==> src/rtl/hamming_secded_enc_pipe_pkg.sv <==
// hamming_pkg: width helpers and the shared SECDED encode function
package hamming_pkg;
  localparam int MAX_DATA_W = 57;
  localparam int MAX_CODE_W = 64;
  localparam int MAX_PAR_W = 6;

  function automatic int calc_par_w(input int data_w);
    int r;
    r = 1;
    while ((1 << r) < data_w + r + 1) r++;
    return r;
  endfunction

  function automatic int code_w(input int data_w);
    return data_w + calc_par_w(data_w) + 1;
  endfunction

  function automatic logic is_pow2(input int pos);
    return pos > 0 && (pos & (pos - 1)) == 0;
  endfunction

  // Result is zero-extended to MAX_CODE_W; callers truncate to their own width.
  function automatic logic [MAX_CODE_W-1:0] encode(input logic [MAX_DATA_W-1:0] data,
                                                   input int data_w, input logic secded_en);
    logic [MAX_CODE_W-1:0] cw;
    int cw_w, par_w, d;
    logic p;
    cw_w = code_w(data_w);
    par_w = calc_par_w(data_w);
    cw = '0;
    d = 0;
    for (int k = 1; k < MAX_CODE_W; k++)
      if (k < cw_w && !is_pow2(k)) begin
        cw[6'(k - 1)] = data[6'(d)];
        d++;
      end
    for (int j = 0; j < MAX_PAR_W; j++) begin
      p = 1'b0;
      for (int k = 1; k < MAX_CODE_W; k++)
        if (k < cw_w && ((k >> j) & 1) != 0) p ^= cw[6'(k - 1)];
      if (j < par_w) cw[6'((1 << j) - 1)] = p;
    end
    cw[6'(cw_w - 1)] = secded_en & (^cw);
    return cw;
  endfunction
endpackage

==> src/rtl/hamming_secded_enc_pipe_if.sv <==
// hamming_secded_enc_pipe_if: producer/consumer stream bundle of the encoder pipe
interface hamming_secded_enc_pipe_if #(parameter int DATA_W = 8, parameter int CNT_W = 16);
  localparam int CODE_W = hamming_pkg::code_w(DATA_W);
  logic in_valid;
  logic in_ready;
  logic [DATA_W-1:0] data_in;
  logic secded_en;
  logic [CODE_W-1:0] inj_mask;
  logic out_valid;
  logic out_ready;
  logic [CODE_W-1:0] encoded_out;
  logic [CNT_W-1:0] words_out;
  modport master (output in_valid, data_in, secded_en, inj_mask, out_ready,
                  input in_ready, out_valid, encoded_out, words_out);
  modport slave (input in_valid, data_in, secded_en, inj_mask, out_ready,
                 output in_ready, out_valid, encoded_out, words_out);
endinterface

==> src/rtl/hamming_secded_enc_pipe_core.sv <==
// hamming_secded_enc_core: combinational DATA_W -> CODE_W SECDED encoder
module hamming_secded_enc_core
  import hamming_pkg::*;
#(
  parameter int DATA_W = 8,
  parameter int CODE_W = code_w(DATA_W)
) (
  input  logic [DATA_W-1:0] data,
  input  logic              secded_en,
  output logic [CODE_W-1:0] code
);
  assign code = CODE_W'(encode(MAX_DATA_W'(data), DATA_W, secded_en));
endmodule

==> src/rtl/hamming_secded_enc_pipe.sv <==
// hamming_secded_enc_pipe: two-stage valid/ready SECDED encoder with injection and word count
module hamming_secded_enc_pipe
  import hamming_pkg::*;
#(
  parameter int DATA_W = 8,
  parameter int CNT_W = 16
) (
  input logic clk,
  input logic rst,
  hamming_secded_enc_pipe_if.slave bus
);
  localparam int PAR_W = calc_par_w(DATA_W);
  localparam int CODE_W = DATA_W + PAR_W + 1;
  logic s1_v;
  logic [DATA_W-1:0] s1_data;
  logic [CODE_W-1:0] code;
  logic adv2, accept, handoff;
  assign adv2 = s1_v & (~bus.out_valid | bus.out_ready);
  assign bus.in_ready = ~s1_v | adv2;
  assign accept = bus.in_valid & bus.in_ready;
  assign handoff = bus.out_valid & bus.out_ready;
  hamming_secded_enc_core #(.DATA_W(DATA_W), .CODE_W(CODE_W)) u_core (
    .data(s1_data),
    .secded_en(bus.secded_en),
    .code(code)
  );
  // secded_en and inj_mask only matter in the cycle a word moves S1 -> S2
  always_ff @(posedge clk) begin
    if (rst) begin
      s1_v <= 1'b0;
      s1_data <= '0;
      bus.out_valid <= 1'b0;
      bus.encoded_out <= '0;
      bus.words_out <= '0;
    end else begin
      if (accept) begin
        s1_v <= 1'b1;
        s1_data <= bus.data_in;
      end else if (adv2) s1_v <= 1'b0;
      if (adv2) begin
        bus.out_valid <= 1'b1;
        bus.encoded_out <= code ^ bus.inj_mask;
      end else if (handoff) bus.out_valid <= 1'b0;
      if (handoff) bus.words_out <= bus.words_out + CNT_W'(1);
    end
  end
endmodule
==> src/flat_wrapper.sv <==
// flat-port wrapper written by rule: the top's interface ports become plain ports
module hamming_secded_enc_pipe_flat import hamming_pkg::*;
#(
  parameter int DATA_W = 8,
  parameter int CNT_W = 16
)
  (clk, rst, bus_in_valid, bus_data_in, bus_secded_en, bus_inj_mask, bus_out_ready, bus_in_ready, bus_out_valid, bus_encoded_out, bus_words_out);
  hamming_secded_enc_pipe_if #(.DATA_W(DATA_W), .CNT_W(CNT_W)) bus_i ();
  input logic clk;
  input logic rst;
  input wire logic [$bits(bus_i.in_valid)-1:0] bus_in_valid;
  input wire logic [$bits(bus_i.data_in)-1:0] bus_data_in;
  input wire logic [$bits(bus_i.secded_en)-1:0] bus_secded_en;
  input wire logic [$bits(bus_i.inj_mask)-1:0] bus_inj_mask;
  input wire logic [$bits(bus_i.out_ready)-1:0] bus_out_ready;
  output wire logic [$bits(bus_i.in_ready)-1:0] bus_in_ready;
  output wire logic [$bits(bus_i.out_valid)-1:0] bus_out_valid;
  output wire logic [$bits(bus_i.encoded_out)-1:0] bus_encoded_out;
  output wire logic [$bits(bus_i.words_out)-1:0] bus_words_out;
  assign bus_i.in_valid = bus_in_valid;
  assign bus_i.data_in = bus_data_in;
  assign bus_i.secded_en = bus_secded_en;
  assign bus_i.inj_mask = bus_inj_mask;
  assign bus_i.out_ready = bus_out_ready;
  assign bus_in_ready = bus_i.in_ready;
  assign bus_out_valid = bus_i.out_valid;
  assign bus_encoded_out = bus_i.encoded_out;
  assign bus_words_out = bus_i.words_out;
  hamming_secded_enc_pipe #(.DATA_W(DATA_W), .CNT_W(CNT_W)) u_core (.clk(clk), .rst(rst), .bus(bus_i));
endmodule
==> config.mk <==
export PLATFORM = sky130hd
export DESIGN_NAME = hamming_secded_enc_pipe_flat
export DESIGN_NICKNAME = d
export VERILOG_FILES = /design/src/rtl/hamming_secded_enc_pipe_pkg.sv /design/src/rtl/hamming_secded_enc_pipe_if.sv /design/src/rtl/hamming_secded_enc_pipe_core.sv /design/src/rtl/hamming_secded_enc_pipe.sv /design/src/flat_wrapper.sv
export SDC_FILE = /design/constraint.sdc
export NUM_CORES = 1
export LEC_CHECK = 0
export ABC_AREA = 1
export ABC_CLOCK_PERIOD_IN_PS = 1700
export BUFFER_PORTS_ARGS = -buffer_cell sky130_fd_sc_hd__buf_2
export CAP_MARGIN = 20
export CORE_ASPECT_RATIO = 0.6
export CORE_MARGIN = 2
export CORE_UTILIZATION = 35
export CTS_CLUSTER_DIAMETER = 100
export DETAILED_ROUTE_END_ITERATION = 10
export SLEW_MARGIN = 20
export SYNTH_ARGS = -nofsm -noshare
export SYNTH_HDL_FRONTEND = slang
export SYNTH_SLANG_ARGS = --single-unit
export TNS_END_PERCENT = 1
==> constraint.sdc <==
create_clock -name clk -period 1.7 [get_ports clk]
set_input_delay 0.085 -clock clk [delete_from_list [all_inputs] [get_ports clk]]
set_output_delay 0.085 -clock clk [all_outputs]
set_load 0.05 [all_outputs]
# After elaboration in Yosys (flattened, before gate mapping)
# Cells that the tools add are included.
dict set report totals {
  input_bits 26
  mem_bits_rw 0
  regBits 39
  latchBits 0
  memories 0
  rom_bits 0
}
dict set report classes {
  n_mux 4
  n_bitwise 23
  n_reduce_logical 3
  add_sub_neg 1
  div_mod_pow 0
  n_shift 0
  n_eq_ne 0
  magnitude_cmp 0
  mul 0
}
# operator count
set op_table {}
lappend op_table {{$reduce_xor A64 Y1} 1}
lappend op_table {{$add A16 B1 Y16 const B} 1}
lappend op_table {{$xor A1 B1 Y1} 14}
lappend op_table {{$xor A13 B13 Y13} 1}
lappend op_table {{$and A1 B1 Y1} 4}
lappend op_table {{$mux W1} 4}
lappend op_table {{$reduce_bool A2 Y1} 2}
lappend op_table {{$not A1 Y1} 2}
lappend op_table {{$or A1 B1 Y1} 2}

# Depth between registers and ports, before layout
dict set report depth {
  word_depth 7
  mapped_depth 14
  depth_no_buf 13
}

# By module
# A second synthesis with hierarchy kept.
dict set report hier_totals {
  hier_cells 266
  hier_area_um2 1990.7
}
# module area_per_inst_um2 cells_per_inst instances
set modules_own_cells {}
lappend modules_own_cells {hamming_secded_enc_pipe 1697.9 221 1}
lappend modules_own_cells {hamming_secded_enc_core 292.8 45 1}

# Least setup slack after synthesis
# OpenSTA, ideal clock, no wires.
dict set report synth_path {
  kind {reg-to-reg}
  from {register u_core.bus.out_valid}
  to {register u_core.s1_data[6]}
  arrival_ns 2.007
  setup_ns 0.070
  stages_incl_launch_ff 6
  slack_ns -0.377
  period_less_slack_ns 2.077
  n_path_buf 1
  path_cell_list {dfxtp_1 -> nand3_1 -> nand2_1 -> clkbuf_1 -> o21ai_0 -> a21oi_1}
}
dict set report synth_between {
  elab_chain_cells 5
}
# element line_no
set synth_lines {}
lappend synth_lines {{start: declaration} hamming_secded_enc_pipe_if.sv:16} ;# output in_ready, out_valid, encoded_out, words_out);
lappend synth_lines {{start signal: assignment} hamming_secded_enc_pipe.sv:32} ;# bus.out_valid <= 1'b0;
lappend synth_lines {{start signal: assignment} hamming_secded_enc_pipe.sv:41} ;# bus.out_valid <= 1'b1;
lappend synth_lines {{start signal: assignment} hamming_secded_enc_pipe.sv:43} ;# end else if (handoff) bus.out_valid <= 1'b0;
lappend synth_lines {{$not A1 Y1} hamming_secded_enc_pipe.sv:18} ;# assign adv2 = s1_v & (~bus.out_valid | bus.out_ready);
lappend synth_lines {{$or A1 B1 Y1} hamming_secded_enc_pipe.sv:18}
lappend synth_lines {{$and A1 B1 Y1} hamming_secded_enc_pipe.sv:18}
lappend synth_lines {{$or A1 B1 Y1} hamming_secded_enc_pipe.sv:19} ;# assign bus.in_ready = ~s1_v | adv2;
lappend synth_lines {{named net bus_in_ready} flat_wrapper.sv:16} ;# output wire logic [$bits(bus_i.in_ready)-1:0] bus_in_ready;
lappend synth_lines {{$and A1 B1 Y1} hamming_secded_enc_pipe.sv:20} ;# assign accept = bus.in_valid & bus.in_ready;
lappend synth_lines {{end signal: assignment} hamming_secded_enc_pipe.sv:38} ;# s1_data <= bus.data_in;
lappend synth_lines {{end: declaration} hamming_secded_enc_pipe.sv:15} ;# logic [DATA_W-1:0] s1_data;
# The timed path passes the listed nets, and every way through them passes these cells.
# A chain may end at the register's enable or synchronous reset.

# Final worst setup path
dict set report layout_path {
  from {register u_core.bus.out_valid}
  to {register u_core.bus.words_out[12]}
}
dict set report layout_between {
  elab_chain_cells 1
}
# element line_no
set layout_lines {}
lappend layout_lines {{$and A1 B1 Y1} hamming_secded_enc_pipe.sv:21} ;# assign handoff = bus.out_valid & bus.out_ready;
lappend layout_lines {{end signal: assignment} hamming_secded_enc_pipe.sv:44} ;# if (handoff) bus.words_out <= bus.words_out + CNT_W'(1);
lappend layout_lines {{end: declaration} hamming_secded_enc_pipe_if.sv:16}
# No other way between the ends.

==> implementation parameters <==
Parameter                              Value

Yosys
  Part of the Yosys area used for sequential elements    approximately two fifths
  Number of instances in the synthesized netlist    about 280
  Share of Yosys cell area claimed by the top area cell type    39.17%
  Number of distinct library cell variants in the gate-level netlist after synthesis    30
  #FFs+latches synth    39
  Yosys synthesis warning count    0
  Ranking of synthesized cells by area    sky130_fd_sc_hd__dfxtp_1 39%, sky130_fd_sc_hd__nand2_1 10%, sky130_fd_sc_hd__o21ai_0 7.3%
  Synthesized cell area    around 0.002 sq mm
  Synthesized Nets    just over 300
  Cell taking the most area after synthesis    sky130_fd_sc_hd__dfxtp_1
  Synthesized area per cell    approximately 7 sq um

Worst setup path
  Type of origin of the critical path    flop
  Required @ worst endpoint    around 1.9 ns
  Most frequent cell on the critical path    sky130_fd_sc_hd__nand2_2
  Slowest CP cell    sky130_fd_sc_hd__dfxtp_2
  Worst-path cell chain    nand2_2 > inv_2 > nand2_4 > nor3_4 > nand2_2 > nor2_4 > nand2_1 > nor3b_1 > nor3_1
  Endpoint type of the worst setup path    flop
  CP max FO    4
  R2R Setup Slk    between 0.15 and 0.2 ns
  Arrival @ worst endpoint    ~1.7 ns
  Depth of the most critical reg-to-reg path    9
  Startpoint of the worst-slack reg-to-reg timing path    u_core.bus.out_valid
  Crit path kind    reg -> reg
  Endpoint of the worst register-to-register path    u_core.bus.words_out[12]
  Largest stage delay on the critical path    about 0.37 ns

Cells and area
  Final instance area    about 0.0025 sq mm
  Area of the multi-input gates    between 0.001 and 0.0015 sq mm
  Area growth from synthesis to layout    24.11%
  Ant. Diodes    0
  Sequential cell area    between 700 and 800 sq um
  Final standard cell count with taps included and fillers excluded    between 400 and 500
  Number of filler instances in the final layout    600
  Nets    ~370
  Layout cell share with drive strength beyond 1    27.43%

Global routing
  Vias in the first global route    approximately 1600
  Total gr overflow    0
  Pin count of the biggest net entering global routing    17
  Number of antenna violations at the first check in global routing    0
  First-pass GRT wire length    roughly 8000 um
  All-Layer GR Usage    15.99%

Die
  Die span in x    101.4 um
  Top-Level Pins    between 50 and 60
  Die area    0.006335 sq mm
  Starting Density    roughly 36%
  Std-Cell Core Area    ~0.0055 sq mm
  Vertical die dimension    62.46 um
  FP Rows    21

Worst hold path
  Destination of the worst hold path    u_core.s1_data[7]
  Cells on Worst Hold Path    3
  Path category of the worst min-delay check    in -> reg
  Startpoint of the worst hold path    bus_data_in[7]

STA
  Final count of pins violating max slew    0
  Slew @ Worst Pin    ~0.45 ns
  Count of final hold-check violations    0
  Final worst-path cycle share    between 80 and 90%
  Unrepaired setup endpoints after global routing    no
  Final setup slack of the worst path    0.1819 ns
  Rel. slew slack    between 60% and 70%
  Final worst hold slack    around 0.051 ns
  Number of endpoints failing setup at the final stage    0
  Fin crit period    1.518 ns
  Maximum achievable frequency    approximately 660 MHz
  Final total negative setup slack    0 ns
  Clock tree skew after final layout    0.006726 ns

Routing
  DRT iter0 DRCs    63
  Number of optimization iterations in the first detailed-route pass    4
  Remaining routing DRC violations    0
  Wire length per cell    11.76 um
  DRT antenna net count    0
  Overall via count from detail_route    approximately 1900
  Wire length after detailed routing    between 4000 and 5000 um
  Vias per cell    about 4.5

Pwr
  Static leakage    around 1.2 nW
  VDD IR max    ~0.00028 V
  Cell Pwr Density    820.7 mW/mm^2

Clocking
  Clock slew seen by the registers of the worst setup and hold paths    0.08 ns
  Buffers inserted during post-CTS setup optimization    0
  Hold buffer count at CTS    0
  # resized after CTS    0
  Total clock sinks    39
  CTS tree    done
  CTS max path bufs    2
  Insertion delay to the later sink of the worst-skew pair    just under 0.3 ns
  Deepest level of the CTS H-tree    2
  Number of buffers created by CTS    5
  CTS root buffer    sky130_fd_sc_hd__clkbuf_8

Placed design
  Number of input and output port buffers inserted    56
  Cell count after placement    411
  Total placed instance area    roughly 0.0024 sq mm
  HPWL Detailed    between 3000 and 4000 um
  Final weighted congestion in routability-driven placement    ~0.84
  DP Worst Slack    approximately 0.21 ns

Job
  Number of violations of the max-capacitance limit    0

Status
  Outcome    completed
==> per-stage QoR <==
stage,utilization [%],total power (W)
final,44.62,0.002030
after global routing,44.62,0.002147
after floorplan,-,0.001320
after detailed placement,43.11,0.001435
after global placement,43.11,0.001431
after CTS,44.62,0.002049
==> report_power, final <==
group	internal, W	switching [W]	total (W)	leakage, nW
Sequential	0.000957	0.0000359	0.000993	0.322
Combinational	0.000145	0.000276	0.000421	0.802
Clock	0.000281	0.000335	0.000616	0.0477
==> worst max-delay path by stage <==
stage,start,to,slack [ns],cells past startpoint
global placement,u_core.bus.out_valid,u_core.bus.words_out[14],0.26,11
CTS,u_core.bus.out_valid,u_core.bus.words_out[12],0.19,9
finish,u_core.bus.out_valid,u_core.bus.words_out[12],0.18,9
global route,u_core.bus.out_valid,u_core.bus.words_out[12],0.05,9
detailed placement,u_core.bus.out_valid,u_core.bus.words_out[12],0.21,9
floorplan,u_core.bus.words_out[4],u_core.bus.words_out[14],0.01,9
==> placed cells by master (no fill, tap or decap), types with 2 or more instances in the layout <==
cell type,netlist,final
sky130_fd_sc_hd__a21oi_1,26,26
sky130_fd_sc_hd__nor2_1,19,19
sky130_fd_sc_hd__nor2_2,2,2
sky130_fd_sc_hd__nor3_1,7,7
sky130_fd_sc_hd__dfxtp_1,39,34
sky130_fd_sc_hd__xor2_1,6,6
sky130_fd_sc_hd__nand3b_1,2,2
sky130_fd_sc_hd__nand2_2,4,4
sky130_fd_sc_hd__o21ai_0,29,29
sky130_fd_sc_hd__nand3_1,16,15
sky130_fd_sc_hd__buf_4,0,7
sky130_fd_sc_hd__nand2_1,53,53
sky130_fd_sc_hd__nor2_4,3,3
sky130_fd_sc_hd__buf_2,1,56
sky130_fd_sc_hd__xnor2_1,13,13
sky130_fd_sc_hd__clkbuf_8,0,5
sky130_fd_sc_hd__nand3_2,2,3
sky130_fd_sc_hd__dfxtp_2,0,5
sky130_fd_sc_hd__clkinv_2,0,3
sky130_fd_sc_hd__inv_1,36,36
==> registers in the layout, indices dropped and copies added, names as in the netlist <==
register                count
u_core.bus.out_valid        1
u_core.s1_v                 1
u_core.bus.words_out       16
u_core.bus.encoded_out     13
u_core.s1_data              8
==> per-layer routing <==
layer  wire [um]  track usage, %  share of wire (%)
met1        2940           27.88                 60
met2        1649           18.63                 33
met3         336           4.251                6.8
met4           0           2.534                  0
met5           0               0                  0
==> final cells by class <==
class	count	share of cell area, %
clock buffers	5	2.782
clock inverters	3	0.6070
inverters	37	5.615
multi-input cells	192	41.68
flip-flops and latches	39	31.82
well taps	80	4.047
repair buffers	63	13.45
==> synthesized netlist by cell type <==
cell                        n
sky130_fd_sc_hd__buf_2      1
sky130_fd_sc_hd__dfxtp_1   39
sky130_fd_sc_hd__o21ai_0   29
sky130_fd_sc_hd__inv_2      1
sky130_fd_sc_hd__nor2_1    19
sky130_fd_sc_hd__nand4_1    1
sky130_fd_sc_hd__ha_1       1
sky130_fd_sc_hd__nor3_4     1
sky130_fd_sc_hd__buf_6      1
sky130_fd_sc_hd__nand3b_1   2
sky130_fd_sc_hd__nand2_4    1
sky130_fd_sc_hd__o221ai_1   1
sky130_fd_sc_hd__or2_0      1
sky130_fd_sc_hd__nand2_1   53
sky130_fd_sc_hd__a31oi_1    1
sky130_fd_sc_hd__clkbuf_2   1
sky130_fd_sc_hd__nor3b_1    1
sky130_fd_sc_hd__a21oi_1   26
sky130_fd_sc_hd__nand3_1   16
sky130_fd_sc_hd__xor2_1     6
sky130_fd_sc_hd__nor3_1     7
sky130_fd_sc_hd__inv_1     36
sky130_fd_sc_hd__xnor2_1   13
sky130_fd_sc_hd__nand2_2    4
sky130_fd_sc_hd__o21bai_2   1
sky130_fd_sc_hd__clkbuf_1   7
sky130_fd_sc_hd__nand3_2    2
sky130_fd_sc_hd__nor2_2     2
sky130_fd_sc_hd__nor2_4     3
sky130_fd_sc_hd__or2_2      1
==> worst max-delay path: cells and delay by family, from the launching register on <==
kind                   cells  cell delay, ns
and+or+nand+nor            8            0.93
DFF                        1            0.37
buffers and inverters      1            0.11
==> cell families after synthesis <==
kind of cell / after synthesis / share of synthesized area (%)
and+or+nand+nor: 114 / 27.37
DFF: 39 / 39.17
adders and majority gates: 1 / 0.6276
AOI/OAI and AO/OA: 58 / 15.13
xor gates and xnor gates: 19 / 8.349
buffers and inverters: 47 / 9.353
No activity file was read; power rests on OpenSTA's default activity.
